### config.mk
export PLATFORM = sky130hd
export DESIGN_NAME = ioctl_load_sequencer_flat
export DESIGN_NICKNAME = d
export VERILOG_FILES = /design/src/rtl/ioctl_load_sequencer_pkg.sv /design/src/rtl/ioctl_load_sequencer_if.sv /design/src/rtl/ioctl_load_sequencer_fifo.sv /design/src/rtl/ioctl_load_sequencer.sv /design/src/flat_wrapper.sv
export SDC_FILE = /design/constraint.sdc
export NUM_CORES = 1
export LEC_CHECK = 0
export CAP_MARGIN = 20
export CORE_MARGIN = 1
export CORE_UTILIZATION = 55
export DETAILED_ROUTE_END_ITERATION = 8
export PLACE_DENSITY = 0.79
export SYNTH_ARGS = -nofsm -noshare
export SYNTH_HDL_FRONTEND = slang
export SYNTH_SLANG_ARGS = --single-unit
export TNS_END_PERCENT = 50
### constraint.sdc
create_clock -name clk_i -period 4.7 [get_ports clk_i]
set_input_delay 0.47 -clock clk_i [delete_from_list [all_inputs] [get_ports clk_i]]
set_output_delay 0.47 -clock clk_i [all_outputs]
set_load 0.005 [all_outputs]
### src/rtl/ioctl_load_sequencer_pkg.sv
// Shared types for the ioctl load sequencer: target indices,
// entry classes, FSM states and the buffered entry format.
package ioctl_load_pkg;

  localparam logic [7:0] IDX_ROM = 8'd0;
  localparam logic [7:0] IDX_MOD = 8'd1;
  localparam logic [7:0] IDX_DIP = 8'd254;

  typedef enum logic [1:0] {
    CLS_ROM,
    CLS_MOD,
    CLS_DIP
  } cls_e;

  typedef enum logic [1:0] {
    HOLD,
    LOAD,
    DRAIN,
    RUN
  } st_e;

  typedef struct packed {
    cls_e        cls;
    logic [24:0] addr;
    logic [7:0]  data;
  } entry_t;

  function automatic logic idx_ok(
    input logic [7:0] idx
  );
    return (idx == IDX_ROM) ||
           (idx == IDX_MOD) ||
           (idx == IDX_DIP);
  endfunction

  function automatic cls_e idx_cls(
    input logic [7:0] idx
  );
    cls_e c;
    c = CLS_ROM;
    unique case (1'b1)
      idx == IDX_MOD: c = CLS_MOD;
      idx == IDX_DIP: c = CLS_DIP;
      default:        c = CLS_ROM;
    endcase
    return c;
  endfunction

  function automatic logic in_rom(
    input logic [24:0] a,
    input int          aw
  );
    return (a >> aw) == 25'd0;
  endfunction

endpackage

### src/rtl/ioctl_load_sequencer_if.sv
// ioctl download bus and ROM write handshake.
// master: HPS/ROM side, slave: the sequencer.
interface ioctl_load_sequencer_if #(
  parameter int ROM_AW = 16
);
  logic              ioctl_download;
  logic              ioctl_wr;
  logic [24:0]       ioctl_addr;
  logic [7:0]        ioctl_dout;
  logic [7:0]        ioctl_index;
  logic              ioctl_wait;
  logic              rom_wr_req;
  logic [ROM_AW-1:0] rom_wr_addr;
  logic [7:0]        rom_wr_data;
  logic              rom_wr_ack;

  modport master (
    output ioctl_download, ioctl_wr,
    output ioctl_addr, ioctl_dout,
    output ioctl_index, rom_wr_ack,
    input  ioctl_wait, rom_wr_req,
    input  rom_wr_addr, rom_wr_data
  );

  modport slave (
    input  ioctl_download, ioctl_wr,
    input  ioctl_addr, ioctl_dout,
    input  ioctl_index, rom_wr_ack,
    output ioctl_wait, rom_wr_req,
    output rom_wr_addr, rom_wr_data
  );
endinterface

### src/rtl/ioctl_load_sequencer_fifo.sv
// ioctl_entry_fifo: synchronous entry buffer with a
// one-behind peek so the ROM drain can chain requests.
module ioctl_entry_fifo
  import ioctl_load_pkg::*;
#(
  parameter int DEPTH = 4
) (
  input  logic                   clk_i,
  input  logic                   rst_n,
  input  logic                   push,
  input  logic                   pop,
  input  entry_t                 wdata,
  output entry_t                 head,
  output entry_t                 next,
  output logic                   full,
  output logic                   empty,
  output logic [$clog2(DEPTH):0] count
);

  localparam int AW = $clog2(DEPTH);
  localparam int CW = AW + 1;

  entry_t          r_mem [DEPTH];
  logic [AW-1:0]   r_rd;
  logic [AW-1:0]   r_wr;
  logic [CW-1:0]   r_cnt;
  logic            w_wr_ok;
  logic            w_rd_ok;

  assign full    = r_cnt == CW'(DEPTH);
  assign empty   = r_cnt == '0;
  assign count   = r_cnt;
  assign head    = r_mem[r_rd];
  assign next    = r_mem[r_rd + AW'(1)];
  assign w_rd_ok = pop && !empty;
  assign w_wr_ok = push && (!full || w_rd_ok);

  always_ff @(posedge clk_i) begin
    if (w_wr_ok) r_mem[r_wr] <= wdata;
  end

  always_ff @(posedge clk_i or negedge rst_n) begin
    if (!rst_n) begin
      r_rd  <= '0;
      r_wr  <= '0;
      r_cnt <= '0;
    end else begin
      if (w_wr_ok) r_wr <= r_wr + AW'(1);
      if (w_rd_ok) r_rd <= r_rd + AW'(1);
      r_cnt <= r_cnt + CW'(w_wr_ok)
                     - CW'(w_rd_ok);
    end
  end

endmodule

### src/rtl/ioctl_load_sequencer.sv
// ioctl download sequencer: routes bytes to ROM/mod/DIP and
// owns CPU reset. LOAD_SEQ_CHECKSUM_EN adds the rom_sum output.
module ioctl_load_sequencer
  import ioctl_load_pkg::*;
#(
  parameter int         FIFO_DEPTH  = 4,
  parameter int         ROM_AW      = 16,
  parameter int         HOLD_CYCLES = 1024,
  parameter logic [7:0] MOD_DEFAULT = 8'hFF
) (
  input  logic        clk_i,
  input  logic        rst_n,
  ioctl_load_sequencer_if.slave bus,
  input  logic        ext_reset,
  output logic [7:0]  mod,
  output logic [63:0] dsw,
  output logic        cpu_reset_n,
`ifdef LOAD_SEQ_CHECKSUM_EN
  output logic [15:0] rom_sum,
`endif
  output logic        overflow
);

  localparam int CW  = $clog2(FIFO_DEPTH) + 1;
  localparam int HCW = $clog2(HOLD_CYCLES) + 1;

  entry_t            w_wentry;
  entry_t            w_head;
  entry_t            w_next;
  logic              w_full;
  logic              w_empty;
  logic [CW-1:0]     w_cnt;
  logic [CW-1:0]     w_cnt_nxt;
  logic              w_push;
  logic              w_push_ok;
  logic              w_pop;
  logic              w_head_rom;
  logic              w_head_ok;
  logic              w_next_ok;

  st_e               r_state;
  logic [HCW-1:0]    r_hcnt;
  logic              r_cpu_n;
  logic              r_req;
  logic [ROM_AW-1:0] r_addr;
  logic [7:0]        r_data;
  logic              r_wait;
  logic              r_ovf;
  logic [7:0]        r_mod;
  logic [63:0]       r_dsw;

  assign w_push = bus.ioctl_wr &&
                  bus.ioctl_download &&
                  idx_ok(bus.ioctl_index);

  assign w_wentry = '{
    cls:  idx_cls(bus.ioctl_index),
    addr: bus.ioctl_addr,
    data: bus.ioctl_dout
  };

  ioctl_entry_fifo #(
    .DEPTH (FIFO_DEPTH)
  ) u_fifo (
    .clk_i (clk_i),
    .rst_n (rst_n),
    .push  (w_push),
    .pop   (w_pop),
    .wdata (w_wentry),
    .head  (w_head),
    .next  (w_next),
    .full  (w_full),
    .empty (w_empty),
    .count (w_cnt)
  );

  assign w_head_rom = !w_empty &&
                      w_head.cls == CLS_ROM;
  assign w_head_ok  = w_head_rom &&
                      in_rom(w_head.addr, ROM_AW);
  // peek lets req stay high across back-to-back ROM bytes
  assign w_next_ok  = (w_cnt >= CW'(2)) &&
                      w_next.cls == CLS_ROM &&
                      in_rom(w_next.addr, ROM_AW);

  always_comb begin
    w_pop = 1'b0;
    unique case (1'b1)
      w_empty:    w_pop = 1'b0;
      w_head_rom: w_pop = r_req ? bus.rom_wr_ack
                                : !w_head_ok;
      default:    w_pop = 1'b1;
    endcase
  end

  assign w_push_ok = w_push && (!w_full || w_pop);
  assign w_cnt_nxt = w_cnt + CW'(w_push_ok)
                           - CW'(w_pop);

  always_ff @(posedge clk_i or negedge rst_n) begin
    if (!rst_n) begin
      r_req  <= 1'b0;
      r_addr <= '0;
      r_data <= '0;
    end else begin
      unique case (1'b1)
        !r_req && w_head_ok: begin
          r_req  <= 1'b1;
          r_addr <= w_head.addr[ROM_AW-1:0];
          r_data <= w_head.data;
        end
        r_req && bus.rom_wr_ack: begin
          r_req <= w_next_ok;
          if (w_next_ok) begin
            r_addr <= w_next.addr[ROM_AW-1:0];
            r_data <= w_next.data;
          end
        end
        default: ;
      endcase
    end
  end

  always_ff @(posedge clk_i or negedge rst_n) begin
    if (!rst_n) begin
      r_mod <= MOD_DEFAULT;
      r_dsw <= '0;
    end else if (w_pop && !w_head_rom) begin
      unique case (1'b1)
        w_head.cls == CLS_MOD:
          r_mod <= w_head.data;
        w_head.cls == CLS_DIP &&
        w_head.addr[24:3] == '0:
          r_dsw[{w_head.addr[2:0], 3'b000} +: 8]
            <= w_head.data;
        default: ;
      endcase
    end
  end

  always_ff @(posedge clk_i or negedge rst_n) begin
    if (!rst_n) begin
      r_wait <= 1'b0;
      r_ovf  <= 1'b0;
    end else begin
      r_wait <= w_cnt_nxt >= CW'(FIFO_DEPTH - 1);
      r_ovf  <= r_ovf |
                (w_push && w_full && !w_pop);
    end
  end

  always_ff @(posedge clk_i or negedge rst_n) begin
    if (!rst_n) begin
      r_state <= HOLD;
      r_hcnt  <= '0;
      r_cpu_n <= 1'b0;
    end else begin
      r_cpu_n <= r_state == RUN;
      if (bus.ioctl_download) begin
        r_state <= LOAD;
      end else begin
        unique case (r_state)
          HOLD: begin
            if (ext_reset) begin
              r_hcnt <= '0;
            end else if (r_hcnt ==
                HCW'(HOLD_CYCLES - 1)) begin
              r_state <= RUN;
            end else begin
              r_hcnt <= r_hcnt + HCW'(1);
            end
          end
          LOAD: r_state <= DRAIN;
          DRAIN: begin
            if (w_empty && !r_req) begin
              r_state <= HOLD;
              r_hcnt  <= '0;
            end
          end
          RUN: begin
            if (ext_reset) begin
              r_state <= HOLD;
              r_hcnt  <= '0;
            end
          end
          default: r_state <= HOLD;
        endcase
      end
    end
  end

`ifdef LOAD_SEQ_CHECKSUM_EN
  logic [15:0] r_sum;

  always_ff @(posedge clk_i or negedge rst_n) begin
    if (!rst_n) begin
      r_sum <= '0;
    end else if (bus.ioctl_download &&
                 r_state != LOAD) begin
      r_sum <= '0;
    end else if ((r_state == LOAD ||
                  r_state == DRAIN) &&
                 r_req && bus.rom_wr_ack) begin
      r_sum <= r_sum + {8'h00, r_data};
    end
  end

  assign rom_sum = r_sum;
`endif

  assign bus.ioctl_wait  = r_wait;
  assign bus.rom_wr_req  = r_req;
  assign bus.rom_wr_addr = r_addr;
  assign bus.rom_wr_data = r_data;
  assign mod             = r_mod;
  assign dsw             = r_dsw;
  assign cpu_reset_n     = r_cpu_n;
  assign overflow        = r_ovf;

endmodule

### src/flat_wrapper.sv
// flat-port wrapper written by rule: the top's interface ports become plain ports
module ioctl_load_sequencer_flat import ioctl_load_pkg::*;
#(
  parameter int         FIFO_DEPTH  = 4,
  parameter int         ROM_AW      = 16,
  parameter int         HOLD_CYCLES = 1024,
  parameter logic [7:0] MOD_DEFAULT = 8'hFF
)
  (clk_i, rst_n, ext_reset, mod, dsw, cpu_reset_n, overflow, bus_ioctl_download, bus_ioctl_wr, bus_ioctl_addr, bus_ioctl_dout, bus_ioctl_index, bus_rom_wr_ack, bus_ioctl_wait, bus_rom_wr_req, bus_rom_wr_addr, bus_rom_wr_data);
  ioctl_load_sequencer_if #(.ROM_AW(ROM_AW)) bus_i ();
  input  logic clk_i;
  input  logic rst_n;
  input  logic ext_reset;
  output logic [7:0] mod;
  output logic [63:0] dsw;
  output logic cpu_reset_n;
  output logic overflow;
  input wire logic [$bits(bus_i.ioctl_download)-1:0] bus_ioctl_download;
  input wire logic [$bits(bus_i.ioctl_wr)-1:0] bus_ioctl_wr;
  input wire logic [$bits(bus_i.ioctl_addr)-1:0] bus_ioctl_addr;
  input wire logic [$bits(bus_i.ioctl_dout)-1:0] bus_ioctl_dout;
  input wire logic [$bits(bus_i.ioctl_index)-1:0] bus_ioctl_index;
  input wire logic [$bits(bus_i.rom_wr_ack)-1:0] bus_rom_wr_ack;
  output wire logic [$bits(bus_i.ioctl_wait)-1:0] bus_ioctl_wait;
  output wire logic [$bits(bus_i.rom_wr_req)-1:0] bus_rom_wr_req;
  output wire logic [$bits(bus_i.rom_wr_addr)-1:0] bus_rom_wr_addr;
  output wire logic [$bits(bus_i.rom_wr_data)-1:0] bus_rom_wr_data;
  assign bus_i.ioctl_download = bus_ioctl_download;
  assign bus_i.ioctl_wr = bus_ioctl_wr;
  assign bus_i.ioctl_addr = bus_ioctl_addr;
  assign bus_i.ioctl_dout = bus_ioctl_dout;
  assign bus_i.ioctl_index = bus_ioctl_index;
  assign bus_i.rom_wr_ack = bus_rom_wr_ack;
  assign bus_ioctl_wait = bus_i.ioctl_wait;
  assign bus_rom_wr_req = bus_i.rom_wr_req;
  assign bus_rom_wr_addr = bus_i.rom_wr_addr;
  assign bus_rom_wr_data = bus_i.rom_wr_data;
  ioctl_load_sequencer #(.FIFO_DEPTH(FIFO_DEPTH), .ROM_AW(ROM_AW), .HOLD_CYCLES(HOLD_CYCLES), .MOD_DEFAULT(MOD_DEFAULT)) u_core (.clk_i(clk_i), .rst_n(rst_n), .bus(bus_i), .ext_reset(ext_reset), .mod(mod), .dsw(dsw), .cpu_reset_n(cpu_reset_n), .overflow(overflow));
endmodule
### Yosys cells after proc, flatten, opt, wreduce, memory -nomap -nowiden

Memory sizes are Yosys's and may differ from the RTL's.
Index checks and enable logic that the tools add are counted.

| cells by class | value |
|---|---|
| add/sub/neg operators | 8 |
| order comparisons | 2 |
| eq/ne operators | 17 |
| shift-type cells | 2 |
| muxes and demuxes | 22 |
| bitwise logic cells | 2 |
| reductions and logical operators | 41 |

Operator list:

| operator | count |
|---|---|
| 64-bit bitwise mux | 1 |
| 8-bit by 8-bit variable shift with 64-bit output, first input constant | 1 |
| 8-bit by 8-bit indexed part select with 64-bit output | 1 |
| 25-bit logical NOT | 2 |
| 11-bit two-way mux | 4 |
| 11-bit one-hot mux with 3 select lines | 1 |
| 16-bit one-hot mux with 2 select lines | 1 |
| 22-bit logical NOT | 1 |
| 1-bit logical AND | 16 |
| 16-bit two-way mux | 1 |
| 8-bit one-hot mux with 2 select lines | 1 |
| 11-bit by 1-bit adder with 11-bit output, second input constant | 1 |
| 11-bit by 10-bit equality test with 1-bit output, second input constant | 1 |
| 2-bit two-way mux | 5 |
| 3-bit != test, second input constant | 3 |
| 8-bit by 1-bit equality test with 1-bit output, second input constant | 1 |
| 8-bit equality test, second input constant | 1 |
| 8-bit logical NOT | 1 |
| 8-bit two-way mux | 1 |
| 6-bit negator with 8-bit output | 1 |
| 2-bit one-hot mux with 4 select lines | 1 |
| 3-bit by 1-bit adder with 3-bit output | 2 |
| 2-bit equality test, second input constant | 3 |
| 3-bit by 2-bit greater-or-equal comparator with 1-bit output, second input constant | 2 |
| 21 further kinds | 41 |

| word-level totals | value |
|---|---|
| bits in registers | 120 |
| bits in writable memories | 140 |
| bits of input ports | 47 |
| output and inout port bits | 100 |
| word-level logic and storage cells | 108 |
| memories kept | 1 |

Memory list:

| name | depth | width | rd ports | clocked after memory_dff | write ports | RTL line | source |
|---|---|---|---|---|---|---|---|
| u_core.u_fifo.r_mem | 4 | 35 | 2 | 0 | 1 | ioctl_load_sequencer_fifo.sv:23 | `entry_t r_mem [DEPTH];` |

### Logic depth before layout (Yosys ltp)

| logic depth | value |
|---|---|
| depth in word-level cells | 12 |
| mapped depth | 14 |
| gate-level depth less buffers | 13 |

### By module

From an unflattened synthesis, not the netlist that was laid out.

| second synthesis, totals | value |
|---|---|
| cell total of the unflattened synthesis | 662 |
| area total of the unflattened synthesis | 11,763.8 um2 |

By module, submodules not included:

| module | instances | cells each | area an instance (um2) | seq. area each (um2) |
|---|---|---|---|---|
| ioctl_entry_fifo | 1 | 261 | 6,338.6 | 4,379.2 |
| ioctl_load_sequencer | 1 | 401 | 5,425.2 | 2,837.7 |

### Least setup slack after synthesis

OpenSTA, ideal clock, no wires.

| timing path | value |
|---|---|
| kind | reg-to-reg |
| from | reg u_core.u_fifo.r_rd[1] |
| to | reg u_core.r_wait (netlist: u_core.bus.ioctl_wait) |
| library setup time | 0.121 ns |
| arrival time | 3.182 ns |
| required time | 4.579 ns |
| setup slack | 1.397 ns |
| stages on the path, launching flop included | 14 |
| buffers on the path | 1 |
| clock period less this slack | 3.303 ns |
| cell sequence | dfrtp_1 > clkbuf_1 > o311ai_0 > o311ai_0 > or4_1 > o41ai_2 > a31oi_1 > inv_1 > ha_1 > inv_1 > ha_1 > fa_1 > a21oi_1 > nand2_1 |

| between the ends | value |
|---|---|
| cells in the longest elaborated chain, start to end | 12 |
| elaborated cells on any way between the ends | 13 |
| classes of those cells | add/sub (2); order compare (1); mux (2); reduce/logical (7); memory (1) |

RTL lines:

| what | RTL line | source |
|---|---|---|
| from (decl) | ioctl_load_sequencer_fifo.sv:24 | `logic [AW-1:0] r_rd;` |
| from (signal assigned) | ioctl_load_sequencer_fifo.sv:49 | `if (w_rd_ok) r_rd <= r_rd + AW'(1);` |
| memory 4 x 35 bit (*) | - |  |
| parallel branches: the longest is 5 deep, another holds 25-bit logical NOT | - |  |
| 1-bit one-hot mux with 2 select lines (*) | ioctl_load_sequencer.sv:88 | `unique case (1'b1)` |
| 1-bit logical OR | ioctl_load_sequencer.sv:96 | `assign w_push_ok = w_push && (!w_full \|\| w_pop);` |
| 1-bit logical AND | ioctl_load_sequencer.sv:96 |  |
| 3-bit by 1-bit adder with 3-bit output | ioctl_load_sequencer.sv:97 | `assign w_cnt_nxt = w_cnt + CW'(w_push_ok)` |
| 3-bit by 1-bit subtractor with 3-bit output (*) | ioctl_load_sequencer.sv:98 | `- CW'(w_pop);` |
| 3-bit by 2-bit greater-or-equal comparator with 1-bit output (*) | ioctl_load_sequencer.sv:146 | `r_wait <= w_cnt_nxt >= CW'(FIFO_DEPTH - 1);` |
| to (signal assigned) | ioctl_load_sequencer.sv:146 |  |
| to (decl) | ioctl_load_sequencer.sv:47 | `logic r_wait;` |

Every way passes the cells marked *.
A chain may end at the register's enable or synchronous reset.

### Worst setup path in the final report

| timing path | value |
|---|---|
| from | reg u_core.u_fifo.r_rd[0] |
| to | mem u_core.u_fifo.r_mem[0][29] (netlist name) (enable) |

| between the ends | value |
|---|---|
| cells in the longest elaborated chain, start to end | 12 |
| elaborated cells on any way between the ends | 13 |
| classes of those cells | mux (4); reduce/logical (8); memory (1) |

RTL lines:

| what | RTL line | source |
|---|---|---|
| memory 4 x 35 bit (*) | - |  |
| parallel branches: the longest is 5 deep, another holds 25-bit logical NOT | - |  |
| 1-bit one-hot mux with 2 select lines (*) | ioctl_load_sequencer.sv:88 |  |
| 1-bit logical AND (*) | ioctl_load_sequencer_fifo.sv:35 | `assign w_rd_ok = pop && !empty;` |
| 1-bit logical OR (*) | ioctl_load_sequencer_fifo.sv:36 | `assign w_wr_ok = push && (!full \|\| w_rd_ok);` |
| 1-bit logical AND (*) | ioctl_load_sequencer_fifo.sv:36 |  |
| 1-bit two-way mux (*) | ioctl_load_sequencer_fifo.sv:39 | `if (w_wr_ok) r_mem[r_wr] <= wdata;` |
| 1-bit two-way mux (implied by the code) (*) | ioctl_load_sequencer_fifo.sv:39 |  |
| to (decl) | ioctl_load_sequencer_fifo.sv:23 |  |

Marks and branches as above.

==> qor.txt <==
Status -> completed
# Max-Cap Violations -> 0
# rows -> 52
DIE HEIGHT -> 146 um
Drt initial violations -> 429
Total grt overflow -> 0
Core Area -> 20200 um2
Layout cells sized above 1 -> 0.156
Post-DP HPWL -> 15500 um
First-pass DRT Iterations -> 5
Drt total wl -> 23100 um
Vias per inst -> 5.58
Vias in the first global route -> 7034
GRT met3 Usage -> 0.0339
Wire per inst -> 18.5 um
First-pass GRT wire length -> 37100 um
Min Tclk post-route -> 3.97 ns
Leakage power -> 5.83 nW
Routing usage on met2 -> 0.388
Startpoint types -> register
Cell count after placement -> 1196
CTS tree -> done
Syn_nets -> 853
Gr busiest metal -> met2
Critical Path RT -> 4.89 ns
DR vias -> 6976
Sequential share of the synthesized area -> 0.635
Initial antenna violation count -> 2
I/O pins -> 147
Post-synth EDFFs -> 140
Dominant synthesized flop cell -> edfxtp_1
Fmax achieved -> 252 MHz
Post-synthesis cell count -> 792
Post-route setup TNS -> 0 ns
Final hold viol count -> 0
CTS sink cnt -> 260
Arr. time, crit path -> 4.16 ns
Distinct cells, synth -> 52
Post-Layout Cell Count -> 1251
Slew headroom -> 0.317
Hold WC Path Type -> in -> async
Port-buffer cells -> 146
Max-slew violations -> 0
FILL cells -> 1343
Clock buffer depth -> 3
Finished Core Util -> 0.700
FFs w/ async S/R, synth -> 0.462
RSZ-0062 raised after global routing -> false
Area of the die -> 21200 um2
Cts bufs inserted -> 28
Seq cells post-synth -> 260
Antenna Nets Post-Route -> 0
Area delta synth->final -> 24.7%
CTS root buf -> clkbuf_16
Clock insertion delay at the later pin of the skew report -> 0.53 ns
GRT met1 Usage -> 0.290
GRT Overall Usage -> 0.223
Final setup viols -> 0
WS Path Type -> reg -> reg
Clock transition at path regs -> 0.06 ns
YS warnings -> 0
Clk_skew -> 0.0188 ns
Syn_area_per_cell -> 14.3 um2
Final period util -> 0.845
Worst Path Max Fanout -> 48
Starting density of the core -> 0.562
H-Tree Depth -> 1
Drt drc -> 0
Area of the mapped netlist -> 11400 um2
PwrDens -> 486 nW/um2
Slew @ Worst Pin -> 1.02 ns
Max IR drop VDD -> 0.000513 V
Routability cong. -> 0.819
Largest net degree at the start of global routing -> 50
Crit path capture type -> register
DIE WIDTH -> 146 um
Nets -> 1019
repair_timing:
item | in CTS | in global routing
hold buffers | 1 | 0
buffers inserted | 0 | 0
resized for setup | 0 | 0
hold endpoints to repair | 29 | 0
cell usage after synthesis (7+ instances only):
library cell / number / area share
a21oi_1: 10 / 0.0044
and2_1: 7 / 0.0039
clkbuf_1: 18 / 0.0059
dfrtp_1: 112 / 0.25
dfstp_2: 8 / 0.018
edfxtp_1: 140 / 0.37
ha_1: 12 / 0.013
inv_1: 89 / 0.029
mux2_2: 34 / 0.034
mux2i_1: 81 / 0.071
mux4_1: 11 / 0.025
mux4_2: 31 / 0.061
nand2_1: 73 / 0.024
nor2_1: 28 / 0.0092
nor3_1: 9 / 0.0040
nor4_1: 10 / 0.0055
o21ai_0: 28 / 0.012
o21ai_1: 9 / 0.0040
where the power goes:
part	total (mW)	switching [mW]	leakage (nW)	internal, mW
registers	2.79	0.210	2.82	2.58
logic	1.80	0.882	2.53	0.915
clock network	2.30	0.891	0.488	1.40
total	6.89	1.98	5.83	4.90
cells in the final DEF, fill, tap and decap left out, types with 4 or more instances in the layout:
cell type	count
clkdlybuf4s50_1	145
edfxtp_1	140
dfrtp_1	110
inv_1	89
mux2i_1	81
nand2_1	73
mux2_2	34
mux4_2	31
clkbuf_16	29
nor2_1	28
o21ai_0	28
buf_4	16
ha_1	12
mux4_1	11
nor4_1	10
a21oi_1	10
nor3_1	9
o21ai_1	9
clkinv_2	8
dfstp_2	8
and2_1	7
or4_1	6
nand2b_1	5
nand4_1	5
nand3_1	5
nand3_2	5
bufinv_16	5
nor2b_1	4
o31ai_1	4
and3_1	4
sequential cells by signal, summed over array words and instances, names as in the netlist, 3 cells and up:
name,flops
u_core.dsw,64
u_core.bus.rom_wr_addr,16
u_core.u_fifo.count,3
u_core.r_hcnt,11
u_core.u_fifo.r_mem,140
u_core.mod,8
u_core.bus.rom_wr_data,8
worst max-delay path: stages (launching register included):
cell and delay [ns]:
dfrtp_4 0.87, inv_1 0.16, mux4_2 0.45, o21ai_1 0.24, o41ai_2 0.17, a31oi_1 0.58, and2_1 0.68, buf_4 0.45
layer usage:
metal,part of all wire,wire length (um)
met5,0.00061,14
met4,0.026,600
met3,0.056,1290
met2,0.51,11800
met1,0.41,9420
through the flow:
step | power, mW | hold slack (ns) | area [um2] | setup WS [ns]
after floorplan | 4.00 | 0.174 | 11400 | 1.40
after global placement | 4.59 | 0.425 | 13200 | 0.841
after detailed placement | 4.64 | 0.423 | 13200 | 0.709
after CTS | 6.95 | 0.401 | 14200 | 0.664
after global routing | 7.20 | 0.443 | 14200 | 0.454
final | 6.89 | 0.405 | 14200 | 0.727
cell type report:
type,count,area [um2],share of cell area
Clock inverter,22,255,0.0180
Clock buffer,30,729,0.0515
Inverter,89,334,0.0236
Sequential cell,260,7220,0.510
Tap cell,270,338,0.0238
Timing Repair Buffer,163,1590,0.112
Multi-Input combinational cell,416,3700,0.261
Antenna cell,1,2.50,0.000177
worst paths after layout:
| check | from | end | slack [ns] | cells past startpoint |
|---|---|---|---|---|
| hold / removal | rst_n | u_core.dsw[55]$_DFFE_PN0P_ | 0.40 | 2 |
| hold reg to reg | u_core.mod[6]$_DFFE_PN1P_ | u_core.mod[6]$_DFFE_PN1P_ | 0.47 | 2 |
| min in group clk_i | u_core.mod[6]$_DFFE_PN1P_ | u_core.mod[6]$_DFFE_PN1P_ | 0.47 | 2 |
| max in group asynchronous | rst_n | u_core.u_fifo.r_rd[0]$_DFFE_PN0N_ | 3.23 | 3 |
| setup / recovery | u_core.u_fifo.r_rd[0]$_DFFE_PN0N_ | u_core.u_fifo.r_mem[0][29]$_DFFE_PP_ | 0.73 | 7 |
| setup reg to reg | u_core.u_fifo.r_rd[0]$_DFFE_PN0N_ | u_core.u_fifo.r_mem[0][29]$_DFFE_PP_ | 0.73 | 7 |
cells by family after synthesis:
family | after synthesis | synth area share
mux | 157 | 0.192
flops | 260 | 0.635
xor+xnor | 4 | 0.00308
buf+inv | 116 | 0.0397
compound gates | 69 | 0.0363
fa+ha+maj | 14 | 0.0167
simple gates | 172 | 0.0771
No activity file was read; power rests on OpenSTA's default activity.
